`src/rtl/writeback_unit_pkg.sv`:
```
// Shared encodings for the writeback unit: load sizes, FSM states,
// the hard-wired zero register and the load extension helper.
package writeback_unit_pkg;

    localparam logic [1:0] LS_BYTE = 2'd0;
    localparam logic [1:0] LS_HALF = 2'd1;
    localparam logic [1:0] LS_WORD = 2'd2;

    localparam logic [4:0] REG_ZERO = 5'd0;

    typedef enum logic [1:0] {
        ST_IDLE     = 2'd0,
        ST_WAIT_MEM = 2'd1,
        ST_WRITE    = 2'd2
    } state_t;

    function automatic logic [31:0] extend16(
        input logic [15:0] v,
        input logic        half,
        input logic        sgn
    );
        logic top;
        top = half ? v[15] : v[7];
        if (half)
            return {{16{sgn & top}}, v};
        return {{24{sgn & top}}, v[7:0]};
    endfunction

endpackage

```
`src/rtl/writeback_unit_load_align.sv`:
```
// Load lane select and extension; big-endian lanes, offset 0 = bits 31:24.
// Pure combinational.
module load_align
    import writeback_unit_pkg::*;
(
    input  logic [31:0] rdata,
    input  logic [1:0]  size,
    input  logic        sgn,
    input  logic [1:0]  off,
    output logic [31:0] data
);

    logic [7:0]  lane_b;
    logic [15:0] lane_h;

    always_comb begin
        lane_b = rdata[31:24];
        unique case (off)
            2'd0: lane_b = rdata[31:24];
            2'd1: lane_b = rdata[23:16];
            2'd2: lane_b = rdata[15:8];
            2'd3: lane_b = rdata[7:0];
            default: lane_b = rdata[31:24];
        endcase
    end

    // half loads only look at off[1]; an odd offset is treated as aligned
    assign lane_h = off[1] ? rdata[15:0] : rdata[31:16];

    always_comb begin
        data = rdata;
        unique case (1'b1)
            (size == LS_BYTE): data = extend16({8'd0, lane_b}, 1'b0, sgn);
            (size == LS_HALF): data = extend16(lane_h, 1'b1, sgn);
            default:           data = rdata;
        endcase
    end

endmodule

```
`src/rtl/writeback_unit.sv`:
```
// Register-file write port producer: ALU/load select, load wait with watchdog.
// Optional execute-stage bypass outputs under WB_FORWARD_EN.
module writeback_unit
    import writeback_unit_pkg::*;
#(
    parameter int MEM_TIMEOUT = 16
) (
    input  logic        clock,
    input  logic        resetn,
    input  logic        in_valid,
    output logic        in_ready,
    input  logic        in_rwe,
    input  logic        in_rdst,
    input  logic [4:0]  in_rd,
    input  logic [4:0]  in_rt,
    input  logic        in_mem_to_reg,
    input  logic [1:0]  in_load_size,
    input  logic        in_load_signed,
    input  logic [1:0]  in_byte_off,
    input  logic [31:0] in_alu_result,
    input  logic        mem_rvalid,
    input  logic [31:0] mem_rdata,
    output logic        wb_we,
    output logic [4:0]  wb_addr,
    output logic [31:0] wb_data,
    output logic        err_timeout
`ifdef WB_FORWARD_EN
    ,
    output logic        fwd_valid,
    output logic [4:0]  fwd_addr,
    output logic [31:0] fwd_data
`endif
);

    localparam int CW = $clog2(MEM_TIMEOUT + 1);

    state_t        state;
    state_t        state_nx;
    logic [CW-1:0] cnt;
    logic [CW-1:0] cnt_nx;
    logic [CW-1:0] cnt_inc;
    logic          cnt_hit;

    logic        lat_rwe;
    logic [4:0]  lat_dest;
    logic [1:0]  lat_size;
    logic        lat_signed;
    logic [1:0]  lat_off;
    logic        latch_en;

    logic        we_nx;
    logic [4:0]  addr_nx;
    logic [31:0] data_nx;
    logic        err_nx;

    logic        xfer;
    logic [4:0]  dest;
    logic [31:0] ld_data;

    assign in_ready = (state != ST_WAIT_MEM);
    assign xfer     = in_valid & in_ready;
    assign dest     = in_rdst ? in_rd : in_rt;
    assign cnt_inc  = cnt + 1'b1;
    assign cnt_hit  = (cnt_inc == CW'(MEM_TIMEOUT));

    load_align u_align (
        .rdata (mem_rdata),
        .size  (lat_size),
        .sgn   (lat_signed),
        .off   (lat_off),
        .data  (ld_data)
    );

    always_ff @(posedge clock or negedge resetn) begin
        if (!resetn)
            state <= ST_IDLE;
        else
            state <= state_nx;
    end

    always_comb begin
        state_nx = state;
        unique case (state)
            ST_IDLE, ST_WRITE: begin
                if (xfer)
                    state_nx = in_mem_to_reg ? ST_WAIT_MEM : ST_WRITE;
                else
                    state_nx = ST_IDLE;
            end
            ST_WAIT_MEM: begin
                if (mem_rvalid)
                    state_nx = ST_WRITE;
                else if (cnt_hit)
                    state_nx = ST_IDLE;
            end
            default: state_nx = ST_IDLE;
        endcase
    end

    always_comb begin
        we_nx    = 1'b0;
        addr_nx  = wb_addr;
        data_nx  = wb_data;
        err_nx   = err_timeout;
        cnt_nx   = cnt;
        latch_en = 1'b0;
        unique case (state)
            ST_IDLE, ST_WRITE: begin
                if (xfer && !in_mem_to_reg) begin
                    we_nx = in_rwe & (dest != REG_ZERO);
                    if (we_nx) begin
                        addr_nx = dest;
                        data_nx = in_alu_result;
                    end
                end else if (xfer) begin
                    latch_en = 1'b1;
                    cnt_nx   = '0;
                end
            end
            ST_WAIT_MEM: begin
                if (mem_rvalid) begin
                    we_nx  = lat_rwe & (lat_dest != REG_ZERO);
                    cnt_nx = '0;
                    if (we_nx) begin
                        addr_nx = lat_dest;
                        data_nx = ld_data;
                    end
                end else if (cnt_hit) begin
                    err_nx = 1'b1;
                    cnt_nx = '0;
                end else begin
                    cnt_nx = cnt_inc;
                end
            end
            default: ;
        endcase
    end

    always_ff @(posedge clock or negedge resetn) begin
        if (!resetn) begin
            wb_we       <= 1'b0;
            wb_addr     <= '0;
            wb_data     <= '0;
            err_timeout <= 1'b0;
            cnt         <= '0;
        end else begin
            wb_we       <= we_nx;
            wb_addr     <= addr_nx;
            wb_data     <= data_nx;
            err_timeout <= err_nx;
            cnt         <= cnt_nx;
        end
    end

    always_ff @(posedge clock or negedge resetn) begin
        if (!resetn) begin
            lat_rwe    <= 1'b0;
            lat_dest   <= '0;
            lat_size   <= LS_BYTE;
            lat_signed <= 1'b0;
            lat_off    <= '0;
        end else if (latch_en) begin
            lat_rwe    <= in_rwe;
            lat_dest   <= dest;
            lat_size   <= in_load_size;
            lat_signed <= in_load_signed;
            lat_off    <= in_byte_off;
        end
    end

`ifdef WB_FORWARD_EN
    assign fwd_valid = we_nx & resetn;
    assign fwd_addr  = addr_nx;
    assign fwd_data  = data_nx;
`endif

endmodule

```
`config.mk`:
```
export PLATFORM = sky130hd
export DESIGN_NAME = writeback_unit
export DESIGN_NICKNAME = d
export VERILOG_FILES = /design/src/rtl/writeback_unit_pkg.sv /design/src/rtl/writeback_unit_load_align.sv /design/src/rtl/writeback_unit.sv
export SDC_FILE = /design/constraint.sdc
export NUM_CORES = 1
export LEC_CHECK = 0
export BUFFER_PORTS_ARGS = -buffer_cell sky130_fd_sc_hd__buf_2
export CORE_MARGIN = 4
export CORE_UTILIZATION = 25
export CTS_CLUSTER_SIZE = 40
export DETAILED_ROUTE_END_ITERATION = 6
export PLACE_DENSITY_LB_ADDON = 0.2
export SLEW_MARGIN = 20
export SYNTH_ARGS = -nofsm -noshare
export SYNTH_HDL_FRONTEND = slang
export SYNTH_SLANG_ARGS = --single-unit
```
`constraint.sdc`:
```
create_clock -name clock -period 2.7 [get_ports clock]
set_input_delay 0.54 -clock clock [delete_from_list [all_inputs] [get_ports clock]]
set_output_delay 0.54 -clock clock [all_outputs]
set_load 0.005 [all_outputs]
```
# Word-level counts from Yosys, hierarchy flattened
# Index checks and enable logic that the tools add are counted.
[word_totals]
register_bits = 57
latchBits = 0
mem_bits_rw = 0
rom_bits = 0
input_bits = 86
memories = 0
[classes]
addsub = 1
n_mul = 0
div = 0
order_cmp = 0
n_eq_ne = 15
shifts = 0
n_mux = 32
n_bitwise = 6
n_reduce_logical = 12
[ops]
columns = ["op", "n"]
rows = [
  ["$mux W32", 4],
  ["$pmux W32 S2", 2],
  ["$mux W5", 9],
  ["$mux W16", 2],
  ["$pmux W8 S4", 1],
  ["$pmux W5 S2", 2],
  ["$ne A2 B2 Y1 const B", 6],
  ["$reduce_bool A5 Y1", 2],
  ["$mux W2", 4],
  ["$eq A2 B1 Y1 const B", 3],
  ["$eq A2 B2 Y1 const B", 3],
  ["$logic_not A2 Y1", 3],
  ["$mux W1", 6],
  ["$reduce_and A3 Y1", 2],
  ["$add A5 B1 Y5 const B", 1],
  ["$and A1 B1 Y1", 5],
  ["$eq A5 B5 Y1 const B", 1],
  ["$reduce_and A5 Y1", 1],
  ["$pmux W2 S2", 1],
  ["$ne A3 B3 Y1 const B", 1],
  ["$ne A2 B1 Y1 const B", 1],
  ["$pmux W1 S2", 1],
  ["$reduce_bool A2 Y1", 1],
  ["$reduce_or A2 Y1", 1],
  ["3 further kinds", 3],
]

# Depth between registers and ports, before layout
[depth]
word_depth = 7
ltp_mapped = 7

# Cells and area by module
# Synthesis repeated with hierarchy kept, for this count alone.
[hier_totals]
cells_unflattened = 384
hier_area_um2 = 3664.8
[modules_own_cells]
columns = ["mod", "n_inst", "cells_each", "area_per_inst_um2"]
rows = [
  ["writeback_unit", 1, 277, 2835.2],
  ["load_align", 1, 107, 829.5],
]

# Worst setup path after synthesis
# OpenSTA, ideal clock, no wires.
[synth_path]
kind = "in2reg"
start = "input in_rdst"
end = "register wb_data[10]"
arrival_time_ns = 1.701
required_ns = 2.582
setup_slack_ns = 0.881
cell_stages = 7
path_cell_list = "buf_2 nor4b_1 o22ai_1 a21oi_4 buf_4 a311oi_1 a21o_1"
[synth_via]
elab_chain_cells = 5
[synth_rtl]
columns = ["item", "line_no", "source"]
rows = [
  ["start: declaration", "writeback_unit.sv:13", "input logic in_rdst,"],
  ["$mux W5", "writeback_unit.sv:62", "assign dest = in_rdst ? in_rd : in_rt;"],
  ["$reduce_bool A5 Y1", "writeback_unit.sv:110", "we_nx = in_rwe & (dest != REG_ZERO);"],
  ["$and A1 B1 Y1", "writeback_unit.sv:110", ""],
  ["$ne A2 B2 Y1 (no source line)", "-", ""],
  ["$reduce_and A5 Y1 (no source line)", "-", ""],
  ["end signal: assignment", "writeback_unit.sv:149", "wb_data <= data_nx;"],
  ["end: declaration", "writeback_unit.sv:25", "output logic [31:0] wb_data,"],
]
# No other way between the ends.
# A chain may end at the register's enable or synchronous reset.

# Final worst setup path
[layout_path]
start = "register lat_dest[1]"
end = "register wb_data[12]"
[layout_via]
elab_chain_cells = 4
[layout_rtl]
columns = ["item", "line_no", "source"]
rows = [
  ["start: declaration", "writeback_unit.sv:45", "logic [4:0] lat_dest;"],
  ["start signal: assignment", "writeback_unit.sv:164", "lat_dest <= dest;"],
  ["$reduce_bool A5 Y1", "writeback_unit.sv:122", "we_nx = lat_rwe & (lat_dest != REG_ZERO);"],
  ["$and A1 B1 Y1", "writeback_unit.sv:122", ""],
  ["$ne A2 B2 Y1 (no source line)", "-", ""],
  ["$reduce_and A5 Y1 (no source line)", "-", ""],
]
# No other way between the ends.

==> run summary <==
final setup fails - 0
nets@finish - 557
GP Congestion - 0.7843
Clock H-tree levels - 3
switching pwr - 1.081 mW
first-pass GRT wire length - 16.46 mm
via/cell ratio - 4.705
clock sink count - 57
Setup Buffers After CTS - 0
setup repair after global routing missed its margin - no
layout cells sized above 1 - 35.52%
Synth top cells by count - 57 x dfrtp_1, 53 x nand2_1, 36 x o21ai_0, 29 x a21oi_1, 22 x nor2_1
Post-CTS Hold Fix Bufs - 0
Clock Tree Buf Depth - 2
Layout Skew - 0.005403 ns
Final ANT Viol Nets - 0
Yosys reg bits - 57
Post-synth EDFFs - 0
die height - 120.9 µm
Clk Latency, worst-skew pair - 0.32 ns
DR vias - 3016
Gates resized, CTS repair - 0
area of the mapped netlist - 0.003186 mm²
final hold slack - 0.2081 ns
drt total wl - 10.30 mm
FILL cells - 1313
die area - 0.01461 mm²
Sw Ratio - 32.28%
sequential area share after synthesis - 44.78%
Total GRT Usage - 14.43%
fin crit share - 75.12%
number of port buffers - 125
Int Pwr - 2.267 mW
fin. max-slew vios - 0
CTS tree - done
setup TNS - 0 ns
initial antenna violation count - 0
Synth Flop Type - dfrtp_1
share of flip-flops with an asynchronous set or reset - 100.0%
drt wl/cell - 16.06 µm
CTS root buffer - clkbuf_16
Hold Vio Cnt, Final - 0
synthesized instance count - 351
core area - 0.01226 mm²
total CTS buffers - 9
RR Startpoint - lat_dest[1]
CP max FO - 73
R2R depth - 6
Peak Freq - 0.4931 GHz
post-synth cell types - 47
Tmin final - 2.028 ns
Clk pwr share - 30.6%
Syn-to-layout area delta - 33.74%
critical path endpoint category - flop
Critical Path AT - 2.23 ns
Synth Warn # - 0
slack of the critical path - 0.6719 ns
FF-to-FF setup slack - 0.67 ns
Worst R2R End - wb_data[12]
footprint of the multi-input gates - 0.001615 mm²
detailed-route DRC error count - 0
via count of the first global-routing pass - 3097
Hold WC Path Type - in -> async
# rows - 40
Initial DRC Count - 107
worst slew pin tran - 0.5553 ns
kind of critical path - reg -> reg
Critical Path Start Type - flop
Initial Util - 25.98%
Ant. Diodes - 0
worst slack, placed - 0.5786 ns
Critical Path RT - 2.91 ns
syn avg cell area - 9.076 µm²
post-synth top area share - 44.78%
share of power burned in registers - 38.1%
synth top area cells - dfrtp_1 45%, nand2_1 6.2%, o21ai_0 5.7%, a21oi_1 4.6%, mux2i_1 4.4%
status - finished clean
Max VDD drop - 0.2505 mV
Storage cell area - 0.001426 mm²
Die X - 120.9 µm
most instantiated library cell after synthesis - dfrtp_1
max-cap violations - 0
PwrDens - 785.7 mW/mm²
largest net degree at the start of global routing - 74
# IOs - 126
syn nets - 438
grt ovf - 0
clock slew at reported path FFs - 0.05 ns
Lkg Pwr - 2.109 nW
post-synth top area cell - dfrtp_1
relative slew slack - 62.98%
post-DP HPWL - 7.906 mm
Logic pwr share - 31.3%
DR pass1 iterations - 4
-- layout by cell type (no fill, tap or decap), drive strengths merged, types with 2 or more instances in the layout --
cell type  synthesis  routed
buf               11     134
dfrtp             57      57
nand2             53      53
o21ai             37      37
a21oi             30      30
nor2              22      22
o31ai             16      16
mux2i             14      14
clkbuf            15      14
mux2              11      11
nor2b              9       9
or2                7       7
inv                7       7
a21o               6       6
a311oi             6       6
a22o               6       6
nor3               5       5
a2bb2oi            5       5
nor3b              3       3
a221oi             3       3
o2bb2ai            3       3
nor4               2       2
o22ai              2       2
o221ai             2       2
a31oi              2       2
nand3              2       2
-- state kept, by name, indices dropped and copies added, names as in the netlist --
name and count:
lat_rwe 1, lat_dest 5, lat_off 2, lat_signed 1, wb_addr 5, lat_size 2, wb_we 1, state 2
err_timeout 1, cnt 5, wb_data 32
-- critical path, stage by stage (launching register included) --
cell and delay [ns]:
dfrtp_1 0.38, or4_1 0.54, o2111a_1 0.28, a21oi_4 0.14
buf_12 0.27, a311oi_1 0.09, a21o_1 0.19
-- routing by layer --
metal	up-vias	part of all wire, %	track usage [%]
met5	-	0	0
met4	0	1.1	4.745
met3	6	5.8	3.450
met2	86	48	24.11
met1	1412	45	18.31
li1	1512	-	-
-- stage by stage --
stage	utilization [%]	power, mW	std cells	area, µm²
4_1_cts	34.74	3.412	641	4260
2_1_floorplan	-	1.855	351	3186
6_report	34.74	3.347	641	4260
5_1_grt	34.74	3.598	641	4260
3_3_place_gp	32.59	2.342	627	3996
3_5_place_dp	32.59	2.363	627	3996
-- power by group through the flow --
stage	Clock, mW	Sequential, mW	Combinational, mW
after floorplan	0	1.28	0.570
after global placement	0	1.29	1.06
after detailed placement	0	1.29	1.07
after CTS	1.06	1.28	1.07
after global routing	1.10	1.32	1.19
final	1.02	1.27	1.05
-- cell type report --
type / instances / share of cell area, %
Clock buffer: 14 / 6.197
Tap cell: 168 / 4.934
Multi-Input combinational cell: 261 / 37.91
Inverter: 7 / 0.6167
Timing Repair Buffer: 134 / 16.86
Sequential cell: 57 / 33.48
-- cell families after synthesis --
group | after synthesis | share of synthesized area (%)
compound gates | 124 | 25.73
simple gates | 110 | 15.95
flops | 57 | 44.78
buf+inv | 33 | 4.595
mux | 25 | 8.287
xor+xnor | 1 | 0.2750
fa+ha+maj | 1 | 0.3927
-- how the worst max path moves through the flow --
stage	start	slack, ns	cells past startpoint	endpoint
6_report	lat_dest[1]	0.67	6	wb_data[12]
5_1_grt	lat_dest[2]	0.54	6	wb_data[9]
3_5_place_dp	mem_rdata[31]	0.58	6	wb_data[20]
4_1_cts	lat_dest[1]	0.66	6	wb_data[12]
3_3_place_gp	mem_rdata[31]	0.64	6	wb_data[23]
2_1_floorplan	in_rdst	0.88	7	wb_data[10]
No activity file was read; power rests on OpenSTA's default activity.
